===== src/rtl/lsu_mem_bridge_if.sv =====
// Request/response handshake between the LSU and the memory bridge,
// plus the bridge's single-port SRAM bus.
interface lsu_mem_bridge_if #(
    parameter int DATA_W  = 64,
    parameter int SRAM_AW = 10
);
    logic               mem_req_val_i;
    logic               mem_req_rdy_o;
    logic               mem_req_is_write_i;
    logic [DATA_W-1:0]  mem_req_addr_i;
    logic [DATA_W-1:0]  mem_req_data_i;
    logic               mem_req_is_cas_i;
    logic               mem_rsp_val_o;
    logic               mem_rsp_rdy_i;
    logic [DATA_W-1:0]  mem_rsp_data_o;
    logic               sram_req_o;
    logic               sram_we_o;
    logic [SRAM_AW-1:0] sram_addr_o;
    logic [DATA_W-1:0]  sram_wdata_o;
    logic [DATA_W-1:0]  sram_rdata_i;

    // Environment side: LSU requester, response sink and SRAM macro.
    modport master (
        output mem_req_val_i, mem_req_is_write_i, mem_req_addr_i,
               mem_req_data_i, mem_req_is_cas_i, mem_rsp_rdy_i, sram_rdata_i,
        input  mem_req_rdy_o, mem_rsp_val_o, mem_rsp_data_o,
               sram_req_o, sram_we_o, sram_addr_o, sram_wdata_o
    );

    modport slave (
        input  mem_req_val_i, mem_req_is_write_i, mem_req_addr_i,
               mem_req_data_i, mem_req_is_cas_i, mem_rsp_rdy_i, sram_rdata_i,
        output mem_req_rdy_o, mem_rsp_val_o, mem_rsp_data_o,
               sram_req_o, sram_we_o, sram_addr_o, sram_wdata_o
    );
endinterface


===== src/rtl/lsu_mem_bridge.sv =====
// Memory-side bridge: serves LSU read/write/CAS requests one at a time
// against a 1-cycle-latency word SRAM; CAS is compare-against-zero.
module lsu_mem_bridge #(
    parameter int DATA_W  = 64,
    parameter int SRAM_AW = 10
) (
    input  logic clk_i,
    input  logic rst_i,
    lsu_mem_bridge_if.slave bus
);
    typedef enum logic [2:0] {
        IDLE,
        ACCESS,
        CAPTURE,
        CAS_WR,
        RSP
    } state_t;

    state_t             state_reg;
    logic               is_write_reg;
    logic               is_cas_reg;
    logic [DATA_W-1:0]  data_reg;
    logic [DATA_W-1:0]  old_reg;
    logic               rsp_val_reg;
    logic [DATA_W-1:0]  rsp_data_reg;
    logic               sram_req_reg;
    logic               sram_we_reg;
    logic [SRAM_AW-1:0] sram_addr_reg;
    logic [DATA_W-1:0]  sram_wdata_reg;

    // Byte offset and high address bits are dropped so addresses wrap.
    logic [SRAM_AW-1:0] req_index;
    logic               unused_addr_bits;
    assign req_index        = bus.mem_req_addr_i[SRAM_AW+2:3];
    assign unused_addr_bits = ^{bus.mem_req_addr_i[DATA_W-1:SRAM_AW+3],
                                bus.mem_req_addr_i[2:0]};

    always_ff @(posedge clk_i or posedge rst_i) begin
        if (rst_i) begin
            state_reg      <= IDLE;
            is_write_reg   <= 1'b0;
            is_cas_reg     <= 1'b0;
            data_reg       <= '0;
            old_reg        <= '0;
            rsp_val_reg    <= 1'b0;
            rsp_data_reg   <= '0;
            sram_req_reg   <= 1'b0;
            sram_we_reg    <= 1'b0;
            sram_addr_reg  <= '0;
            sram_wdata_reg <= '0;
        end else begin
            case (state_reg)
                IDLE: begin
                    if (bus.mem_req_val_i) begin
                        // SRAM controls are registered, so they are set up
                        // here to be live during ACCESS.
                        is_write_reg   <= bus.mem_req_is_write_i & ~bus.mem_req_is_cas_i;
                        is_cas_reg     <= bus.mem_req_is_cas_i;
                        data_reg       <= bus.mem_req_data_i;
                        sram_req_reg   <= 1'b1;
                        sram_we_reg    <= bus.mem_req_is_write_i & ~bus.mem_req_is_cas_i;
                        sram_addr_reg  <= req_index;
                        sram_wdata_reg <= bus.mem_req_data_i;
                        state_reg      <= ACCESS;
                    end
                end
                ACCESS: begin
                    sram_req_reg <= 1'b0;
                    sram_we_reg  <= 1'b0;
                    if (is_write_reg) begin
                        rsp_val_reg  <= 1'b1;
                        rsp_data_reg <= data_reg;
                        state_reg    <= RSP;
                    end else begin
                        state_reg <= CAPTURE;
                    end
                end
                CAPTURE: begin
                    old_reg <= bus.sram_rdata_i;
                    if (is_cas_reg && (bus.sram_rdata_i == '0)) begin
                        sram_req_reg   <= 1'b1;
                        sram_we_reg    <= 1'b1;
                        sram_wdata_reg <= data_reg;
                        state_reg      <= CAS_WR;
                    end else begin
                        rsp_val_reg  <= 1'b1;
                        rsp_data_reg <= bus.sram_rdata_i;
                        state_reg    <= RSP;
                    end
                end
                CAS_WR: begin
                    sram_req_reg <= 1'b0;
                    sram_we_reg  <= 1'b0;
                    rsp_val_reg  <= 1'b1;
                    rsp_data_reg <= old_reg;
                    state_reg    <= RSP;
                end
                RSP: begin
                    if (bus.mem_rsp_rdy_i) begin
                        rsp_val_reg <= 1'b0;
                        state_reg   <= IDLE;
                    end
                end
                default: begin
                    sram_req_reg <= 1'b0;
                    sram_we_reg  <= 1'b0;
                    rsp_val_reg  <= 1'b0;
                    state_reg    <= IDLE;
                end
            endcase
        end
    end

    assign bus.mem_req_rdy_o  = (state_reg == IDLE);
    assign bus.mem_rsp_val_o  = rsp_val_reg;
    assign bus.mem_rsp_data_o = rsp_data_reg;
    assign bus.sram_req_o     = sram_req_reg;
    assign bus.sram_we_o      = sram_we_reg;
    assign bus.sram_addr_o    = sram_addr_reg;
    assign bus.sram_wdata_o   = sram_wdata_reg;
endmodule


===== src/flat_wrapper.sv =====
// flat-port wrapper written by rule: the top's interface ports become plain ports
module lsu_mem_bridge_flat 
#(
    parameter int DATA_W  = 64,
    parameter int SRAM_AW = 10
)
  (clk_i, rst_i, bus_mem_req_val_i, bus_mem_req_is_write_i, bus_mem_req_addr_i, bus_mem_req_data_i, bus_mem_req_is_cas_i, bus_mem_rsp_rdy_i, bus_sram_rdata_i, bus_mem_req_rdy_o, bus_mem_rsp_val_o, bus_mem_rsp_data_o, bus_sram_req_o, bus_sram_we_o, bus_sram_addr_o, bus_sram_wdata_o);
  lsu_mem_bridge_if #(.DATA_W(DATA_W), .SRAM_AW(SRAM_AW)) bus_i ();
  input  logic clk_i;
  input  logic rst_i;
  input wire logic [$bits(bus_i.mem_req_val_i)-1:0] bus_mem_req_val_i;
  input wire logic [$bits(bus_i.mem_req_is_write_i)-1:0] bus_mem_req_is_write_i;
  input wire logic [$bits(bus_i.mem_req_addr_i)-1:0] bus_mem_req_addr_i;
  input wire logic [$bits(bus_i.mem_req_data_i)-1:0] bus_mem_req_data_i;
  input wire logic [$bits(bus_i.mem_req_is_cas_i)-1:0] bus_mem_req_is_cas_i;
  input wire logic [$bits(bus_i.mem_rsp_rdy_i)-1:0] bus_mem_rsp_rdy_i;
  input wire logic [$bits(bus_i.sram_rdata_i)-1:0] bus_sram_rdata_i;
  output wire logic [$bits(bus_i.mem_req_rdy_o)-1:0] bus_mem_req_rdy_o;
  output wire logic [$bits(bus_i.mem_rsp_val_o)-1:0] bus_mem_rsp_val_o;
  output wire logic [$bits(bus_i.mem_rsp_data_o)-1:0] bus_mem_rsp_data_o;
  output wire logic [$bits(bus_i.sram_req_o)-1:0] bus_sram_req_o;
  output wire logic [$bits(bus_i.sram_we_o)-1:0] bus_sram_we_o;
  output wire logic [$bits(bus_i.sram_addr_o)-1:0] bus_sram_addr_o;
  output wire logic [$bits(bus_i.sram_wdata_o)-1:0] bus_sram_wdata_o;
  assign bus_i.mem_req_val_i = bus_mem_req_val_i;
  assign bus_i.mem_req_is_write_i = bus_mem_req_is_write_i;
  assign bus_i.mem_req_addr_i = bus_mem_req_addr_i;
  assign bus_i.mem_req_data_i = bus_mem_req_data_i;
  assign bus_i.mem_req_is_cas_i = bus_mem_req_is_cas_i;
  assign bus_i.mem_rsp_rdy_i = bus_mem_rsp_rdy_i;
  assign bus_i.sram_rdata_i = bus_sram_rdata_i;
  assign bus_mem_req_rdy_o = bus_i.mem_req_rdy_o;
  assign bus_mem_rsp_val_o = bus_i.mem_rsp_val_o;
  assign bus_mem_rsp_data_o = bus_i.mem_rsp_data_o;
  assign bus_sram_req_o = bus_i.sram_req_o;
  assign bus_sram_we_o = bus_i.sram_we_o;
  assign bus_sram_addr_o = bus_i.sram_addr_o;
  assign bus_sram_wdata_o = bus_i.sram_wdata_o;
  lsu_mem_bridge #(.DATA_W(DATA_W), .SRAM_AW(SRAM_AW)) u_core (.clk_i(clk_i), .rst_i(rst_i), .bus(bus_i));
endmodule

===== config.mk =====
export PLATFORM = sky130hd
export DESIGN_NAME = lsu_mem_bridge_flat
export DESIGN_NICKNAME = d
export VERILOG_FILES = /design/src/rtl/lsu_mem_bridge_if.sv /design/src/rtl/lsu_mem_bridge.sv /design/src/flat_wrapper.sv
export SDC_FILE = /design/constraint.sdc
export NUM_CORES = 1
export LEC_CHECK = 0
export BUFFER_PORTS_ARGS = -buffer_cell sky130_fd_sc_hd__buf_4
export CAP_MARGIN = 20
export CORE_UTILIZATION = 45
export CTS_CLUSTER_SIZE = 20
export DETAILED_ROUTE_END_ITERATION = 12
export PLACE_DENSITY = 0.81
export RECOVER_POWER = 50
export SYNTH_ARGS = -nofsm -noshare
export SYNTH_HDL_FRONTEND = slang
export SYNTH_SLANG_ARGS = --single-unit

===== constraint.sdc =====
create_clock -name clk_i -period 21.4 [get_ports clk_i]
set_input_delay 4.28 -clock clk_i [delete_from_list [all_inputs] [get_ports clk_i]]
set_output_delay 4.28 -clock clk_i [all_outputs]
set_load 0.005 [all_outputs]

Yosys cells after proc, flatten, opt, wreduce, memory -nomap -nowiden

Index checks and enable logic that the tools add are counted.
Widths: inputs -> output; s select.

Eq/ne operators: 9
Mux-type cells: 20
Bitwise gates (word level): 4
Reductions and logical operators: 11

Operators with widths:

| cell               | count |
|---|---|
| $mux 64            | 4 |
| $pmux 64 s3        | 1 |
| $pmux 64 s2        | 1 |
| $logic_not 64->1   | 1 |
| $pmux 3 s5         | 1 |
| $mux 3             | 4 |
| $reduce_and 3->1   | 3 |
| $eq 3x2->1 const B | 2 |
| $mux 1             | 6 |
| $ne 2x2->1 const B | 3 |
| $pmux 1 s3         | 2 |
| $pmux 1 s5         | 1 |
| $ne 2x1->1 const B | 2 |
| $reduce_and 2->1   | 2 |
| $reduce_and 4->1   | 1 |
| $eq 3x1->1 const B | 1 |
| $eq 3x3->1 const B | 1 |
| $logic_not 3->1    | 1 |
| $not 1->1          | 3 |
| $reduce_bool 3->1  | 1 |
| $reduce_bool 2->1  | 1 |
| $and 1x1->1        | 1 |
| $logic_and 1x1->1  | 1 |

Bits in registers: 274
Output and inout bits: 142
Logic and storage cells: 55

Longest topological paths before layout

Depth in word-level cells: 4
Depth in mapped cells: 9
Depth with buffers taken out: 5

Worst setup path before layout

Ideal clock, no wire load.

Path type: input -> register
Start: in bus_sram_rdata_i[48]
End: reg u_core.sram_wdata_reg[10], in the netlist u_core.bus.sram_wdata_o[10]
Setup time: 67 ps
Arrival: 5,851 ps
Data required time: 21,333 ps
Slack: 15,481 ps
Stages on the path: 6
Path buffers: 2
Cells stage by stage: or3_1 -> or4_4 -> o21ai_2 -> buf_4 -> buf_6 -> o221a_1

Longest elaborated chain between the ends: 4

Ends and longest elaborated chain:

| element                    | line                 | source |
|---|---|---|
| from (decl)                | flat_wrapper.sv:17   | `input wire logic [$bits(bus_i.sram_rdata_i)-1:0] bus_sram_rdata_i;` |
| $logic_not 64->1           | lsu_mem_bridge.sv:80 | `if (is_cas_reg && (bus.sram_rdata_i == '0)) begin` |
| $logic_and 1x1->1          | lsu_mem_bridge.sv:80 |  |
| $ne 2x1->1 (no line)       | n/a                  |  |
| $reduce_and 3->1 (no line) | n/a                  |  |
| to (signal assigned)       | lsu_mem_bridge.sv:63 | `sram_wdata_reg <= bus.mem_req_data_i;` |
| to (signal assigned)       | lsu_mem_bridge.sv:83 | `sram_wdata_reg <= data_reg;` |
| to (decl)                  | lsu_mem_bridge.sv:29 | `logic [DATA_W-1:0] sram_wdata_reg;` |

Every way passes these cells.
A chain may end at the register's enable or synchronous reset.

==> metrics.yaml <==
run_status:
  status: "finished, violations left"
  failed_checks: "capacitance limit, slew limit"
floorplanning:
  core_mm2: 0.02635
  dieArea_mm2: 0.02783
  start_util_pct: 46.38
  die_w_um: 166.8
  io_pins: 340
  fp.dieH_um: 166.8
  placementRows: 59
setup_path:
  worstSetupEndpointType: "asynchronous set/reset pin"
  critical_path_class: "primary input to asynchronous set/reset pin"
  regToRegEndpoint: "u_core.bus.sram_wdata_o[53]$_DFFE_PP0P_"
  cpMostUsedCell: "buf_4"
  crit_fanout: 119
  r2r_start: "u_core.state_reg[0]$_DFFE_PP0P_"
  setup.worst_path.start_class: "primary input"
  cp_slowest_cell: "clkinvlp_2"
  cp.required_ps: 22090
  reg2reg_slack_ps: 16000
  reg2reg_depth: 5
  crit_arrival_ps: 9250
  worstPathCellList: "clkbuf_4, clkinvlp_2, buf_4, buf_4, buf_16"
  cpPeakStageDelay_ps: 2870
final_layout:
  fillers: 2257
  final_layout_size_suffix_gt1_share_pct: 23.24
  synthToLayoutAreaGrowth_pct: 24.56
  layout_commonest_cell: "dfrtp_1"
  utilization_pct: 57.78
  multi_input_area_mm2: 0.005019
  layout.nets: 1600
  final_cell_mix: "dfrtp_1 (273), nand2_1 (234), nor2_1 (133)"
  seq_area_mm2: 0.006860
cts:
  ctsResizeCount: 0
  cts_tree: "built"
  cts-root-buf: "clkbuf_16"
  clkLatencyLatePin_ps: 560
  cts_max_level: 1
  clk_pin_slew_ps: 60
  holdBufCountCts: 0
  clk_path_buf_depth: 3
  cts_setup_buffers: 0
  cts.sinks: 274
  cts_buffers: 29
sta:
  timing.final.crit_period_ps: 8555
  final_hold_viol_count: 0
  rsz0062_at_grt: "no"
  drv_slew: 199
  max_freq_mhz: 116.9
  worst_slew_pin_slew_ps: 5220
  finalCritPeriodShare_pct: 39.98
  fin_skew_ps: 16.85
  maxSlewHeadroom_pct: -249.9
  setup_tns_ps: 0
  setup-violations-final: 0
worst_hold_path:
  whs_path_depth: 1
  min_to: "u_core.bus.mem_rsp_data_o[20]$_DFFE_PP0P_"
  hp-start: "u_core.bus.mem_rsp_data_o[20]$_DFFE_PP0P_"
  holdCritPathClass: "flip-flop to flip-flop"
synthesis:
  postSynthAreaPerCell_um2: 10.57
  synth.distinct_cells: 33
  synth_top_flop_cell: "dfrtp_1"
  ys_warn_count: 0
  synth_top_area_share_pct: 56.09
  async_flop_share_pct: 100.0
  synth_area_leader_cell: "dfrtp_1"
  ys_ff_latch: 274
  ys_seq_area_share_pct: 56.09
  synth.area.top_cells: "dfrtp_1 (56%), nand2_1 (7.2%), mux2_2 (5.9%)"
  syn-instance-count: 1157
  syn-cell-area_mm2: 0.01222
  synth-edff-count: 0
  syn_nets: 1355
power:
  vdd_drop_max_mv: 0.07582
  power.density_cell_area_mw_per_mm2: 154.1
  p_leak_nw: 7.219
drt:
  first_pass_iters: 5
  dr.first_iter.drc_count: 763
  avgViaCountPerCell: 5.470
  antenna_left: 0
  wire_per_inst_um: 19.43
  drt_wl_total_mm: 34.19
  drc: 0
  vias: 9628
grt:
  antenna_found_initial: 2
  grt_overflow: 0
  grt_use_total_pct: 24.59
  grt_pass1_wl_mm: 54.03
  grt_pass1_vias: 9873
  grt_max_degree: 120
placement:
  dpl.hpwl_mm: 22.30
  io_buffers: 285
  gp_congestion: 0.7674
flow_run:
  drv_cap: 2
synth_stat cells (15+ instances only):
master	number
a21o_1	64
a21oi_1	68
buf_2	15
clkbuf_1	49
dfrtp_1	274
mux2_2	64
mux2i_1	64
nand2_1	234
nand2b_1	66
nor2_1	134
nor4_1	15
o221a_1	64
layout make-up:
| class | instances | share of cell area (%) |
|---|---|---|
| diodes | 1 | 0.01643 |
| clock buffers | 39 | 5.538 |
| clock inverters | 14 | 1.167 |
| inverters | 3 | 0.08217 |
| multi-input cells | 799 | 32.96 |
| flip-flops and latches | 274 | 45.05 |
| well taps | 335 | 2.753 |
| repair buffers | 295 | 12.43 |
layer usage:
layer	part of all wire [%]	routed length [um]	GRT usage (%)	up-vias
met4	2.6	904	7.327	2
met3	6.6	2262	5.299	60
met2	48	16480	41.52	324
met1	43	14530	31.76	4787
li1	-	-	-	4455
met5	0.035	12	0	-
how the worst max path moves through the flow:
stage	start	to
CTS	bus_sram_rdata_i[56]	u_core.bus.sram_wdata_o[53]$_DFFE_PP0P_
global placement	bus_sram_rdata_i[56]	u_core.bus.sram_wdata_o[9]$_DFFE_PP0P_
global route	rst_i	u_core.bus.mem_rsp_data_o[53]$_DFFE_PP0P_
floorplan	rst_i	u_core.bus.mem_rsp_data_o[0]$_DFFE_PP0P_
detailed placement	bus_sram_rdata_i[56]	u_core.bus.sram_wdata_o[53]$_DFFE_PP0P_
finish	rst_i	u_core.bus.sram_wdata_o[57]$_DFFE_PP0P_
cell families after synthesis:
kind of cell | Yosys count | synth area share [%]
compound gates | 205 | 13.14
simple gates | 466 | 16.41
mux | 128 | 11.14
buf+inv | 84 | 3.224
flops | 274 | 56.09
report_power, final:
part	internal, mW	switching (mW)	total (mW)
combinational	0.433	0.428	0.861
clock	0.323	0.213	0.536
sequential	0.770	0.178	0.949
total	1.53	0.819	2.35
worst max-delay path: cells and delay by family:
kind                   cells  cell delay (ps)
buffers and inverters      5             4750
per-stage QoR:
step / total power, mW / hold slack (ps) / worst slack (ps) / instances / cell area [um2]
3_5_place_dp: 1.849 / 466.0 / 13690 / 1705 / 14530
6_report: 2.346 / 472.1 / 12850 / 1760 / 15230
4_1_cts: 2.395 / 480.4 / 14240 / 1758 / 15550
3_3_place_gp: 1.802 / 461.2 / 13690 / 1705 / 14530
5_1_grt: 2.492 / 493.3 / 11880 / 1759 / 15220
2_1_floorplan: 1.469 / 437.6 / 9568 / 1157 / 12220
(Power assumes the default switching activity.)
